File: config.mk
export PLATFORM = sky130hd
export DESIGN_NAME = branch_predictor_bht
export DESIGN_NICKNAME = d
export VERILOG_FILES = /design/src/rtl/branch_predictor_bht.sv
export SDC_FILE = /design/constraint.sdc
export NUM_CORES = 1
export LEC_CHECK = 0
export BUFFER_PORTS_ARGS = -buffer_cell sky130_fd_sc_hd__buf_2
export CAP_MARGIN = 15
export CORE_ASPECT_RATIO = 1.75
export CORE_UTILIZATION = 56
export CTS_CLUSTER_DIAMETER = 40
export DETAILED_ROUTE_END_ITERATION = 6
export PLACE_DENSITY = 0.79
export SLEW_MARGIN = 20
export SYNTH_ARGS = -nofsm -noshare
export SYNTH_HDL_FRONTEND = slang
export SYNTH_SLANG_ARGS = --single-unit
File: constraint.sdc
create_clock -name clk -period 10.6 [get_ports clk]
set_input_delay 1.59 -clock clk [delete_from_list [all_inputs] [get_ports clk]]
set_output_delay 1.59 -clock clk [all_outputs]
set_load 0.02 [all_outputs]
File: src/rtl/branch_predictor_bht.sv
// Dynamic branch predictor: direct-mapped table of saturating counters, IF lookup, ID resolve/train.
// Optional statistics counters are enabled with `define BRPRED_STATS_EN.
module branch_predictor_bht #(
  parameter int XLEN     = 32,
  parameter int IDX_BITS = 4,
  parameter int CNT_BITS = 2
) (
  input  logic            clk,
  input  logic            rst_n,
  input  logic            stall,
  input  logic            if_branch,
  input  logic [XLEN-1:0] if_pc,
  input  logic [XLEN-1:0] if_pc_4,
  input  logic [XLEN-1:0] if_pc_imm,
  input  logic            id_branch,
  input  logic            id_taken,
  output logic [XLEN-1:0] pc_out,
  output logic            pred_taken,
  output logic            correct,
  output logic [31:0]     stat_branches,
  output logic [31:0]     stat_mispredicts
);

  localparam int DEPTH = 1 << IDX_BITS;
  localparam logic [CNT_BITS-1:0] CNT_RESET = CNT_BITS'((1 << (CNT_BITS - 1)) - 1);
  localparam logic [CNT_BITS-1:0] CNT_MAX   = '1;

  logic [IDX_BITS-1:0] idx;
  logic [DEPTH-1:0]    taken_vec;
  logic                train;

  logic                ctx_valid_reg;
  logic                ctx_pred_reg;
  logic [IDX_BITS-1:0] ctx_idx_reg;
  logic [XLEN-1:0]     ctx_pc4_reg;
  logic [XLEN-1:0]     ctx_imm_reg;

  logic unused_pc_bits;
  assign unused_pc_bits = &{1'b0, if_pc[XLEN-1:IDX_BITS+2], if_pc[1:0]};

  assign idx        = if_pc[IDX_BITS+1:2];
  assign pred_taken = taken_vec[idx];

  // Reset is folded in so that no stale context can flush or train while rst_n is low.
  assign train   = rst_n & id_branch & ~stall & ctx_valid_reg;
  assign correct = ~(train & (ctx_pred_reg != id_taken));

  genvar gi;
  generate
    for (gi = 0; gi < DEPTH; gi++) begin : g_bht
      logic [CNT_BITS-1:0] cnt_reg;
      logic [CNT_BITS-1:0] cnt_next;

      always_comb begin
        cnt_next = cnt_reg;
        if (id_taken) begin
          if (cnt_reg != CNT_MAX) cnt_next = cnt_reg + CNT_BITS'(1);
        end else begin
          if (cnt_reg != '0) cnt_next = cnt_reg - CNT_BITS'(1);
        end
      end

      always_ff @(posedge clk) begin
        if (!rst_n) begin
          cnt_reg <= CNT_RESET;
        end else if (train && (ctx_idx_reg == IDX_BITS'(gi))) begin
          cnt_reg <= cnt_next;
        end
      end

      assign taken_vec[gi] = cnt_reg[CNT_BITS-1];
    end
  endgenerate

  // A branch fetched in the same cycle as a mispredict is wrong-path and never captured.
  always_ff @(posedge clk) begin
    if (!rst_n) begin
      ctx_valid_reg <= 1'b0;
      ctx_pred_reg  <= 1'b0;
      ctx_idx_reg   <= '0;
      ctx_pc4_reg   <= '0;
      ctx_imm_reg   <= '0;
    end else if (!stall) begin
      ctx_valid_reg <= if_branch & correct;
      if (if_branch && correct) begin
        ctx_pred_reg <= pred_taken;
        ctx_idx_reg  <= idx;
        ctx_pc4_reg  <= if_pc_4;
        ctx_imm_reg  <= if_pc_imm;
      end
    end
  end

  always_comb begin
    pc_out = if_pc_4;
    if (rst_n && !stall) begin
      if (!correct) begin
        pc_out = ctx_pred_reg ? ctx_pc4_reg : ctx_imm_reg;
      end else if (if_branch) begin
        pc_out = pred_taken ? if_pc_imm : if_pc_4;
      end else if (id_branch && ctx_valid_reg) begin
        // IF already holds the instruction after the resolved branch; skip past it.
        pc_out = (ctx_pred_reg ? ctx_imm_reg : ctx_pc4_reg) + XLEN'(4);
      end
    end
  end

`ifdef BRPRED_STATS_EN
  logic [31:0] stat_branches_reg;
  logic [31:0] stat_mispredicts_reg;

  always_ff @(posedge clk) begin
    if (!rst_n) begin
      stat_branches_reg    <= '0;
      stat_mispredicts_reg <= '0;
    end else begin
      if (train)    stat_branches_reg    <= stat_branches_reg + 32'd1;
      if (!correct) stat_mispredicts_reg <= stat_mispredicts_reg + 32'd1;
    end
  end

  assign stat_branches    = stat_branches_reg;
  assign stat_mispredicts = stat_mispredicts_reg;
`else
  assign stat_branches    = '0;
  assign stat_mispredicts = '0;
`endif

endmodule

# Yosys cells after proc, flatten, opt, wreduce, memory -nomap -nowiden
# Cells that the tools add are included.
# totals
ff_bits	102
input_bits	102
out_inout_bits	98
wordCells	237
# classes
addsub	33
n_lt_le_gt_ge	1
eq_ne	48
mux	57
bitwise	7
reduce_logical	70
# ops
op	n
two-way mux 32 bit	7
two-way mux 2 bit	48
nonzero test 2 bit	32
AND reduction 3 bit	16
adder 2 x 1 -> 2 bit, second input constant	16
adder 32 x 3 -> 32 bit, second input constant	1
equality test 4 bit, second input constant	8
!= test 2 x 1 -> 1 bit, second input constant	16
!= test 2 bit, second input constant	16
subtractor 2 x 1 -> 2 bit, second input constant	16
logical AND 1 bit	19
equality test 4 x 3 -> 1 bit, second input constant	4
equality test 4 x 2 -> 1 bit, second input constant	2
AND 1 bit	5
less-than comparator 4 x 5 -> 1 bit, second input constant	1
binary-select mux 1 bit (select 4 bit)	1
equality test 4 x 1 -> 1 bit, second input constant	1
zero test 4 bit	1
inverter 1 bit	2
AND reduction 2 bit	1
zero test 1 bit	1
two-way mux 1 bit	1
!= test 1 bit	1

# Longest topological paths before layout
# logic_depth
word_depth	7
ltp_mapped	14

# Worst setup path after synthesis
# Ideal clock, no wire load.
# synth_path
kind	reg2out
from	register ctx_pred_reg
to	output pc_out[10]
t_arrival_ns	3.899
required_ns	9.010
path_slack_ns	5.111
path_stages_with_launch	15
path_buffers	6
path_cell_list	dfxtp_1 buf_2 buf_2 buf_2 buf_4 clkbuf_1 clkbuf_1 mux2_2 ha_1 nand4b_1 a22oi_2 nand2_1 xor2_1 o221a_2 o41ai_1
# synth_between
elab_chain_len	6
word_cells_on_any_way	9
classes_between	add/sub: 1; eq/ne: 1; mux: 6; bitwise: 1
# synth_lines
item	line_no	source
start, declared	33	logic ctx_pred_reg;
start signal, assigned	86	ctx_pred_reg <= pred_taken;
two-way mux 32 bit	103	pc_out = (ctx_pred_reg ? ctx_imm_reg : ctx_pc4_reg) + XLEN'(4);
adder 32 x 3 -> 32 bit	103	
two-way mux 32 bit	101	end else if (id_branch && ctx_valid_reg) begin
two-way mux 32 bit	99	end else if (if_branch) begin
two-way mux 32 bit *	97	if (!correct) begin
two-way mux 32 bit *	96	if (rst_n && !stall) begin
end, declared	17	output logic [XLEN-1:0] pc_out,
# Mark *: on every way between the ends. The rest lies on a longest branch, timed or not.

# Worst setup path in the final report
# layout_path
from	input if_pc[4]
to	output pc_out[25]
# layout_between
elab_chain_len	6
# layout_lines
item	line_no	source
start, declared	12	input logic [XLEN-1:0] if_pc,
binary-select mux 1 bit (select 4 bit)	42	assign pred_taken = taken_vec[idx];
two-way mux 1 bit (implied by the code)	42	
two-way mux 32 bit	100	pc_out = pred_taken ? if_pc_imm : if_pc_4;
two-way mux 32 bit	99	
two-way mux 32 bit	97	
two-way mux 32 bit	96	
# No other way between the ends. The select of a mux whose other input is x is not followed.

==> out/metrics.yaml <==
synth_enable_flop_cells: 0
leakage_nw: 3.46
nets: 1237
postCtsSetupRepairBufs: 0
ctsHoldBuffers: 0
switching_share: 0.317
rows: 57
diodes: 0
grt_overflow: 0
ant_nets: 0
die_y_um: 161
die_w_um: 92.9
crit_path_end_kind: "output port"
cts_resized: 0
worstMarginPinSlew_ns: 0.964
clk_pin_slew_ns: 0.08
comb_power_share: 0.204
critPathRequiredTime_ns: 9.01
ys_seq_elements: 102
dr.pass1.iters: 6
synth.area.top_cells: "dfxtp_1 25%, nand2_1 9.1%, mux2i_1 8.2%"
status: "complete, no violations"
avgSynthCellArea_sq_um: 7.51
cts_sinks: 102
power_frac_clock: 0.363
p_int_w: 0.000660
critPathLaunchType: "input pin"
cts_buffer_depth: 2
crit_top_cell: "buf_2"
portBuffers: 107
cts_buffers: 9
wire_per_inst_um: 17.6
layout.cells.non_filler: 1316
r2r_start: "ctx_pred_reg"
ff2ff_path_depth: 9
yosys_warnings: 0
grt_usage: 0.307
crit_type: "in -> out"
io_pins: 200
reg2reg_to: "ctx_imm_reg[1]"
dpl.hpwl_mm: 16.1
core_sq_um: 14000
setup_slack_ns: 4.64
clockRootBuffer: "clkbuf_16"
die_area_sq_um: 15000
tns_ns: 0
fmax_mhz: 168
ys.flop_type: "dfxtp_1"
first_global_vias: 7502
hold_viol_final: 0
drt_iter0_drc: 632
hold_path_class: "reg -> reg"
synth_most_common_cell: "nand2_1"
post-place-ws_ns: 4.67
setup_violations: 0
viasPerCell: 6.11
syn-instance-count: 1078
cp_slowest_stage_delay_ns: 0.57
drv_cap: 0
syn_to_final_growth_pct: 7.40
synthDominantCellAreaShare: 0.252
p_sw_w: 0.000306
slew_headroom: 0.353
r2r_slack_ns: 7.44
gp_congestion: 0.912
critPathArrivalTime_ns: 4.37
antenna_found_initial: 0
drv_slew: 0
synth.largest_area_cell: "dfxtp_1"
ys_seq_area_frac: 0.252
synth_cell_types: 70
cts_tree: "yes"
worstSetupStartpoint: "if_pc[4]"
synthArstFlopShare: 0
crit_fanout: 13
endpoint: "pc_out[25]"
netlist_top_cells_count: "197 x nand2_1, 102 x dfxtp_1, 77 x nor2_1"
fin_crit_sh: 0.562
clock_skew_ns: 0.00837
start_util: 0.579
seq_power_share: 0.433
vias: 8042
grt_pass1_wl_mm: 36.7
clock_latency_ns: 0.35
power_density_nw_per_um2: 111
drive_above_1_share: 0.154
drcViolationCount: 0
period_minus_slack_ns: 5.96
irDropWorstVdd_v: 0.0000775
wirelength_mm: 23.2
grt_max_degree: 103
synthesis.area_sq_um: 8090
place_inst: 1300
path_cells: "buf_2 -> mux2_2 -> mux4_2 -> nand2b_1 -> and2_1 -> buf_4 -> mux2i_1 -> a221oi_1 -> buf_2"
finalPower_w: 0.000967
htreeDepth: 3
cp_slowest_cell: "mux4_2"
rsz0062_at_grt: "no"
how the worst min path moves through the flow:
stage                          from               to  slack [ns]  cells past startpoint
floorplan             ctx_valid_reg    ctx_valid_reg        0.45                      2
global placement      ctx_valid_reg    ctx_valid_reg        0.46                      2
detailed placement  ctx_pc4_reg[31]  ctx_pc4_reg[31]        0.47                      2
CTS                 ctx_pc4_reg[31]  ctx_pc4_reg[31]        0.48                      2
global route        ctx_imm_reg[29]  ctx_imm_reg[29]        0.51                      2
finish              ctx_imm_reg[30]  ctx_imm_reg[30]        0.48                      2
per-layer routing:
metal | vias to the layer above | routed length [um] | track usage
li1 | 3876 | - | -
met1 | 3703 | 8660 | 0.338
met2 | 356 | 11600 | 0.534
met3 | 107 | 1560 | 0.0471
met4 | 0 | 1440 | 0.210
met5 | - | 0 | 0
cell type report:
type	count	area, sq um
Clock buffer	11	243
Clock inverter	5	65.1
Fill cell	1326	5290
Inverter	3	11.3
Multi-Input combinational cell	899	5480
Sequential cell	102	2050
Tap cell	177	221
Timing Repair Buffer	119	626
through the flow:
step	hold slack, ns	util	cell area, sq um
floorplan	0.452	-	8330
finish	0.485	0.622	8690
global route	0.512	0.622	8690
detailed placement	0.475	0.600	8390
global placement	0.463	0.600	8390
CTS	0.485	0.622	8690
cell usage in the layout, fill, tap and decap left out, types with 9 or more instances in the layout:
cell       instances
a21boi_0          72
a21o_1            18
a21oi_1           58
a22oi_1           26
and3_1             9
buf_2            107
buf_4             12
clkbuf_16          9
conb_1            64
dfxtp_1          101
mux2_2            25
mux2i_1           66
nand2_1          197
nand2b_1          10
nand3_1           19
nand4_1           16
nand4b_1           9
nor2_1            76
nor2b_1           23
nor3_1            22
o21ai_0           33
o22ai_1           11
or3_1             17
xnor2_1           10
xor2_1            12
worst max-delay path: cells and delay by family:
family	cells	cell delay, ns
AND/OR/NAND/NOR	2	0.50
multiplexers	3	1.06
AO/OA/AOI/OAI	1	0.36
buffers and inverters	3	0.87
power by group through the flow:
stage	sequential, W	clock (W)	combinational, W
final	0.000418	0.000351	0.000197
after global placement	0.000426	0	0.000191
after global routing	0.000421	0.000367	0.000213
after CTS	0.000418	0.000355	0.000195
after floorplan	0.000417	0	0.000161
after detailed placement	0.000427	0	0.000194
cells by family after synthesis:
group | Yosys count | share of synthesized area
XOR/XNOR | 22 | 0.0238
multiplexers | 95 | 0.125
flip-flops | 102 | 0.252
AO/OA/AOI/OAI | 291 | 0.250
AND/OR/NAND/NOR | 426 | 0.246
other | 1 | 0.000463
adder cells (fa/ha/maj) | 1 | 0.00155
buffers and inverters | 140 | 0.101
Note: power is estimated with default switching activity, not from simulation.
